**config.mk**
```make
export PLATFORM = sky130hd
export DESIGN_NAME = i2s_apb_streamer_flat
export DESIGN_NICKNAME = d
export VERILOG_FILES = /design/src/rtl/i2s_apb_streamer_if.sv /design/src/rtl/i2s_apb_streamer.sv /design/src/flat_wrapper.sv
export SDC_FILE = /design/constraint.sdc
export NUM_CORES = 1
export LEC_CHECK = 0
export CORE_ASPECT_RATIO = 1.25
export CORE_MARGIN = 2
export CORE_UTILIZATION = 37
export DETAILED_ROUTE_END_ITERATION = 8
export PLACE_DENSITY_LB_ADDON = 0.3
export SLEW_MARGIN = 5
export SYNTH_ARGS = -nofsm -noshare
export SYNTH_HDL_FRONTEND = slang
export SYNTH_SLANG_ARGS = --single-unit
```
**constraint.sdc**
```tcl
create_clock -name pclk -period 3.2 [get_ports pclk]
set_input_delay 0.64 -clock pclk [delete_from_list [all_inputs] [get_ports pclk]]
set_output_delay 0.64 -clock pclk [all_outputs]
set_load 0.02 [all_outputs]
```
**src/rtl/i2s_apb_streamer_if.sv**
```systemverilog
// i2s_apb_streamer_if
//   Groups the streamer's three buses:
//     - tx stream  : tx_valid / tx_ready / tx_data    (samples towards the I2S transmitter)
//     - rx stream  : rx_valid / rx_ready / rx_data    (samples drained from the I2S receiver)
//     - APB master : psel / penable / pwrite / paddr / pwdata / prdata
//   master : the view used by i2s_apb_streamer
//   slave  : the view of whatever surrounds it (stream producer/consumer, APB slave)
interface i2s_apb_streamer_if;
   logic        tx_valid;
   logic        tx_ready;
   logic [31:0] tx_data;

   logic        rx_valid;
   logic        rx_ready;
   logic [31:0] rx_data;

   logic        psel;
   logic        penable;
   logic        pwrite;
   logic [31:0] paddr;
   logic [31:0] pwdata;
   logic [31:0] prdata;

   modport master (
      input  tx_valid, tx_data, rx_ready, prdata,
      output tx_ready, rx_valid, rx_data,
      output psel, penable, pwrite, paddr, pwdata
   );

   modport slave (
      output tx_valid, tx_data, rx_ready, prdata,
      input  tx_ready, rx_valid, rx_data,
      input  psel, penable, pwrite, paddr, pwdata
   );
endinterface

```
**src/rtl/i2s_apb_streamer.sv**
```systemverilog
// i2s_apb_streamer
//   APB master that moves tx stream samples into the I2S Tx FIFO data register
//   and drains the I2S Rx FIFO data register into a one-entry rx stream buffer.
//   One APB transfer (SETUP + ACCESS, no wait states) at a time; when both
//   directions are pending the one not served last wins.
// Ports
//   pclk, preset   : clock, asynchronous active-high reset
//   en             : streaming enable, only looked at when idle
//   txfifo_full    : Tx FIFO of the transmitting I2S_top is full
//   rxfifo_empty   : Rx FIFO of the receiving I2S_top is empty
//   tx_count       : completed APB writes (wraps)
//   rx_count       : completed APB reads (wraps)
//   bus            : tx stream, rx stream and APB master signals
module i2s_apb_streamer #(
   parameter logic [31:0] TX_ADDR = 32'h4,
   parameter logic [31:0] RX_ADDR = 32'h18
) (
   input  logic                      pclk,
   input  logic                      preset,
   input  logic                      en,
   input  logic                      txfifo_full,
   input  logic                      rxfifo_empty,
   output logic [15:0]               tx_count,
   output logic [15:0]               rx_count,
   i2s_apb_streamer_if.master        bus
);

   typedef enum logic [1:0] {S_IDLE, S_SETUP, S_ACCESS} state_t;
   typedef enum logic {DIR_TX, DIR_RX} dir_t;

   state_t      r_state;
   state_t      w_state_nxt;
   dir_t        r_last_dir;
   logic        r_pwrite;
   logic [31:0] r_paddr;
   logic [31:0] r_pwdata;
   logic [31:0] r_rx_data;
   logic        r_rx_valid;
   logic [15:0] r_tx_count;
   logic [15:0] r_rx_count;

   logic        w_tx_pend;
   logic        w_rx_pend;
   logic        w_grant_tx;
   logic        w_grant_rx;

   always_ff @(posedge pclk or posedge preset) begin
      if (preset) begin
         r_state <= S_IDLE;
      end else begin
         r_state <= w_state_nxt;
      end
   end

   // An RX read is only started while the output buffer is empty, so a
   // completed read can never overwrite an unconsumed word.
   always_comb begin
      w_state_nxt = r_state;
      w_grant_tx  = 1'b0;
      w_grant_rx  = 1'b0;
      w_tx_pend   = en & bus.tx_valid & ~txfifo_full;
      w_rx_pend   = en & ~rxfifo_empty & ~r_rx_valid;
      case (r_state)
         S_IDLE: begin
            if (w_tx_pend && (!w_rx_pend || r_last_dir == DIR_RX)) begin
               w_grant_tx  = 1'b1;
               w_state_nxt = S_SETUP;
            end else if (w_rx_pend) begin
               w_grant_rx  = 1'b1;
               w_state_nxt = S_SETUP;
            end
         end
         S_SETUP:  w_state_nxt = S_ACCESS;
         S_ACCESS: w_state_nxt = S_IDLE;
         default:  w_state_nxt = S_IDLE;
      endcase
   end

   always_ff @(posedge pclk or posedge preset) begin
      if (preset) begin
         r_last_dir <= DIR_RX;
         r_pwrite   <= 1'b0;
         r_paddr    <= '0;
         r_pwdata   <= '0;
         r_rx_data  <= '0;
         r_rx_valid <= 1'b0;
         r_tx_count <= '0;
         r_rx_count <= '0;
      end else begin
         if (r_rx_valid && bus.rx_ready) begin
            r_rx_valid <= 1'b0;
         end
         if (w_grant_tx) begin
            r_last_dir <= DIR_TX;
            r_pwrite   <= 1'b1;
            r_paddr    <= TX_ADDR;
            r_pwdata   <= bus.tx_data;
         end else if (w_grant_rx) begin
            r_last_dir <= DIR_RX;
            r_pwrite   <= 1'b0;
            r_paddr    <= RX_ADDR;
         end
         if (r_state == S_ACCESS) begin
            if (r_pwrite) begin
               r_tx_count <= r_tx_count + 16'd1;
            end else begin
               r_rx_data  <= bus.prdata;
               r_rx_valid <= 1'b1;
               r_rx_count <= r_rx_count + 16'd1;
            end
         end
      end
   end

   // tx_ready is the grant itself; masked during reset so no sample is
   // accepted while the grant is being thrown away.
   assign bus.tx_ready = w_grant_tx & ~preset;
   assign bus.psel     = (r_state != S_IDLE);
   assign bus.penable  = (r_state == S_ACCESS);
   assign bus.pwrite   = r_pwrite;
   assign bus.paddr    = r_paddr;
   assign bus.pwdata   = r_pwdata;
   assign bus.rx_valid = r_rx_valid;
   assign bus.rx_data  = r_rx_data;
   assign tx_count     = r_tx_count;
   assign rx_count     = r_rx_count;

endmodule

```
**src/flat_wrapper.sv**
```systemverilog
// flat-port wrapper written by rule: the top's interface ports become plain ports
module i2s_apb_streamer_flat 
#(
   parameter logic [31:0] TX_ADDR = 32'h4,
   parameter logic [31:0] RX_ADDR = 32'h18
)
  (pclk, preset, en, txfifo_full, rxfifo_empty, tx_count, rx_count, bus_tx_valid, bus_tx_data, bus_rx_ready, bus_prdata, bus_tx_ready, bus_rx_valid, bus_rx_data, bus_psel, bus_penable, bus_pwrite, bus_paddr, bus_pwdata);
  i2s_apb_streamer_if bus_i ();
  input  logic pclk;
  input  logic preset;
  input  logic en;
  input  logic txfifo_full;
  input  logic rxfifo_empty;
  output logic [15:0] tx_count;
  output logic [15:0] rx_count;
  input wire logic [$bits(bus_i.tx_valid)-1:0] bus_tx_valid;
  input wire logic [$bits(bus_i.tx_data)-1:0] bus_tx_data;
  input wire logic [$bits(bus_i.rx_ready)-1:0] bus_rx_ready;
  input wire logic [$bits(bus_i.prdata)-1:0] bus_prdata;
  output wire logic [$bits(bus_i.tx_ready)-1:0] bus_tx_ready;
  output wire logic [$bits(bus_i.rx_valid)-1:0] bus_rx_valid;
  output wire logic [$bits(bus_i.rx_data)-1:0] bus_rx_data;
  output wire logic [$bits(bus_i.psel)-1:0] bus_psel;
  output wire logic [$bits(bus_i.penable)-1:0] bus_penable;
  output wire logic [$bits(bus_i.pwrite)-1:0] bus_pwrite;
  output wire logic [$bits(bus_i.paddr)-1:0] bus_paddr;
  output wire logic [$bits(bus_i.pwdata)-1:0] bus_pwdata;
  assign bus_i.tx_valid = bus_tx_valid;
  assign bus_i.tx_data = bus_tx_data;
  assign bus_i.rx_ready = bus_rx_ready;
  assign bus_i.prdata = bus_prdata;
  assign bus_tx_ready = bus_i.tx_ready;
  assign bus_rx_valid = bus_i.rx_valid;
  assign bus_rx_data = bus_i.rx_data;
  assign bus_psel = bus_i.psel;
  assign bus_penable = bus_i.penable;
  assign bus_pwrite = bus_i.pwrite;
  assign bus_paddr = bus_i.paddr;
  assign bus_pwdata = bus_i.pwdata;
  i2s_apb_streamer #(.TX_ADDR(TX_ADDR), .RX_ADDR(RX_ADDR)) u_core (.pclk(pclk), .preset(preset), .en(en), .txfifo_full(txfifo_full), .rxfifo_empty(rxfifo_empty), .tx_count(tx_count), .rx_count(rx_count), .bus(bus_i));
endmodule
```
==> metrics.txt <==
GRT Residual Overflow 0; sw power around 1.8 mW; Longest Clk Path Bufs 2; Buf/Inv on CP 2; Post-CTS Hold Fix Bufs 0; peak fanout along the critical path 3; Starting Density 0.383; Post-Route Setup TNS 0 ps; Final setup viols 0; Num CTS Buffers 9; global-route usage over all layers 0.155; DRC Markers 0; clock network power share 0.214; Power Total ~5.4 mW; Worst-Margin Slew 710 ps; Chip Width 100 µm; Inst Count DP between 600 and 700; largest net degree at the start of global routing 40; Synth top area share 0.590; Distinct cells, synth 31; top post-synthesis cells by area dfrtp_1 (59%), mux2_2 (17%), buf_4 (5.8%); Internal between 3 and 4 mW; DIE HEIGHT between 100 and 150 µm; WL/cell ~15 µm; Layout Skew roughly 7.6 ps; IO buf count ~170; Crit Path Class in -> out; vias in the first global route around 2900; Hold Fails Final Rpt 0; drt pass-1 iters 4; Post-Route WL 9.43 mm; diode count 0; post-cts gate resize count 0; max-cap violation count 0; H-tree depth 3; CORE AREA 11200 µm²; CP max stage cell clkdlybuf4s50_1; Synth Area in Simple Gates 0.0818; Clk pin slew, worst setup/hold paths 70 ps; synth warn 0; register area share after synthesis 0.596; RSZ-0062 raised after global routing no; internal reg-to-reg setup slack roughly 1300 ps; mux contribution to synthesized area 0.173; Worst setup EP type output port; root cell of the clock tree clkbuf_16; TritonCTS clock tree built; critical-path cell list clkdlybuf4s50_1 > nand2b_1 > nor4_1 > clkdlybuf4s50_1; Worst EP arrival 2250 ps; gpl congestion 0.774; Final ANT Viol Nets 0; Skew-Pair Late Insertion Delay 340 ps; share of layout cells above drive strength 1 0.183; Final Max Slew Viols 0; Reg power frac 0.373; Worst R2R Start u_core.bus.paddr[2]; met2 usage 0.265; Critical Path RT ~2600 ps; grt met3 use 0.0348; initial antenna violation count 0; die area between 10000 and 15000 µm²; largest family of logic cells by synthesized area multiplexers; via count ~3000; Cell Area, Synth ~4300 µm²; Pleak 2.76 nW; # rows between 40 and 50; FF-to-FF path depth 5; maximum clock frequency 347 MHz; HP Class reg -> reg; worst IR drop on VDD 0.510 mV; most frequent CP cell clkdlybuf4s50_1; clk sinks slightly above 100; PwrDens ~840 nW/µm²; layout net count approximately 570; gr busiest metal met2; hold worst-path end u_core.rx_count[15]; met1 usage 0.182; I/O pin count 204; min cycle time layout slightly below 3000 ps; startpoint types input port; Yosys top cell by area dfrtp_1; Hold Path Depth 1; RR Endpoint u_core.rx_count[10]; vias per cell between 4 and 5; first-pass GRT wire length 15.2 mm; XOR/XNOR share of the synthesized area 0.0613; switching share of power 0.328; Slew Limit Headroom 0.525; Post-Synthesis Cells 313; crit-path max cell delay about 670 ps; Compound-Gate Fraction of Synth Area 0.00934; Post-Synth Adder-Cell Area 0.00584; synth-to-layout area growth 49.3%; setup bufs post-CTS 0; Combinational Power Share 0.414; register bit total from synthesis slightly above 100; starting DRC count in detailed routing 82; Finished Layout Cells around 630; number of fill cells about 960; status complete, no violations; Worst Hold Launch u_core.rx_count[15]; DP HPWL between 7 and 8 mm; CP top delay family buffers and inverters; syn_area_per_cell between 10 and 15 µm²; Tcrit/Tclk final 0.902
## state kept, by name (all words and copies together), names as in the netlist
| name | cells |
|---|---|
| u_core.bus.rx_data | 32 |
| u_core.r_state | 2 |
| u_core.bus.paddr | 2 |
| u_core.bus.pwdata | 32 |
| u_core.bus.rx_valid | 1 |
| u_core.r_last_dir | 1 |
| u_core.rx_count | 16 |
| u_core.tx_count | 16 |
## through the flow
stage | utilization | hold slack [ps] | worst slack (ps) | instance area, µm²
3_3_place_gp | 0.543 | 458 | 329 | 6080
6_report | 0.572 | 469 | 315 | 6400
2_1_floorplan | - | 469 | 1000 | 4390
4_1_cts | 0.572 | 474 | 309 | 6400
3_5_place_dp | 0.543 | 463 | 327 | 6080
5_1_grt | 0.572 | 485 | 226 | 6400
## logic make-up after synthesis
logic type / count (synthesis)
DFF: 102
adders and majority gates: 2
AOI/OAI and AO/OA: 5
muxes: 66
other: 1
and+or+nand+nor: 65
buffers and inverters: 42
xor gates and xnor gates: 30
## routing by layer
layer | wire, µm | vias to the layer above
li1 | - | 1377
met1 | 3680 | 1452
met2 | 4920 | 120
met5 | 0 | -
met3 | 594 | 17
met4 | 231 | 0
## placed cells by master, fill, tap and decap left out, types with 3 or more instances in the layout
cell type / instances
and3_1: 6
buf_4: 3
clkbuf_16: 9
clkdlybuf4s50_1: 174
conb_1: 29
dfrtp_1: 101
inv_1: 3
mux2_2: 64
nand2_1: 15
nand3_1: 10
nand4_1: 7
nor2_1: 10
nor3_1: 4
xnor2_1: 18
xor2_1: 12
## synthesized netlist by cell type (all sizes together)
cell,count
nor3,5
mux2,66
xnor2,18
nor2,10
nand3,10
buf,38
nor2b,2
nand2b,1
a21o,1
and2,2
dfrtp,101
o21ba,2
inv,4
ha,2
o21bai,1
nand4,7
or2,1
a21oi,1
xor2,12
and3,6
conb,1
nor4,2
nand4b,2
nand2,15
nor3b,1
and4,1
dfstp,1
## worst register-to-register path, stage by stage, from the launching register on
cell,delay (ps)
dfrtp_1,490
nor3b_4,280
buf_4,500
and2_1,260
nand4_1,120
xnor2_1,140
## layout make-up
| cell class | count | area (µm²) | area share |
|---|---|---|---|
| flip-flops and latches | 102 | 2550 | 0.399 |
| repair buffers | 179 | 1800 | 0.282 |
| multi-input cells | 197 | 1540 | 0.240 |
| clock buffers | 10 | 229 | 0.0358 |
| well taps | 135 | 169 | 0.0264 |
| clock inverters | 6 | 86.3 | 0.0135 |
| inverters | 4 | 18.8 | 0.00293 |
## worst max path at each step
stage	startpoint	to	slack, ps	cells past startpoint
floorplan	txfifo_full	bus_tx_ready	1000	2
global placement	txfifo_full	bus_tx_ready	330	4
detailed placement	txfifo_full	bus_tx_ready	330	4
CTS	txfifo_full	bus_tx_ready	310	4
global route	rxfifo_empty	bus_tx_ready	230	5
finish	txfifo_full	bus_tx_ready	310	4
## power groups by stage
| stage | clock network (mW) | logic (mW) | registers, mW |
|---|---|---|---|
| 3_5_place_dp | 0 | 2.24 | 2.02 |
| 6_report | 1.14 | 2.21 | 1.99 |
| 3_3_place_gp | 0 | 2.21 | 2.01 |
| 2_1_floorplan | 0 | 0.605 | 2.54 |
| 5_1_grt | 1.24 | 2.33 | 2.07 |
| 4_1_cts | 1.18 | 2.25 | 2.00 |
Note: power is estimated with default switching activity, not from simulation.
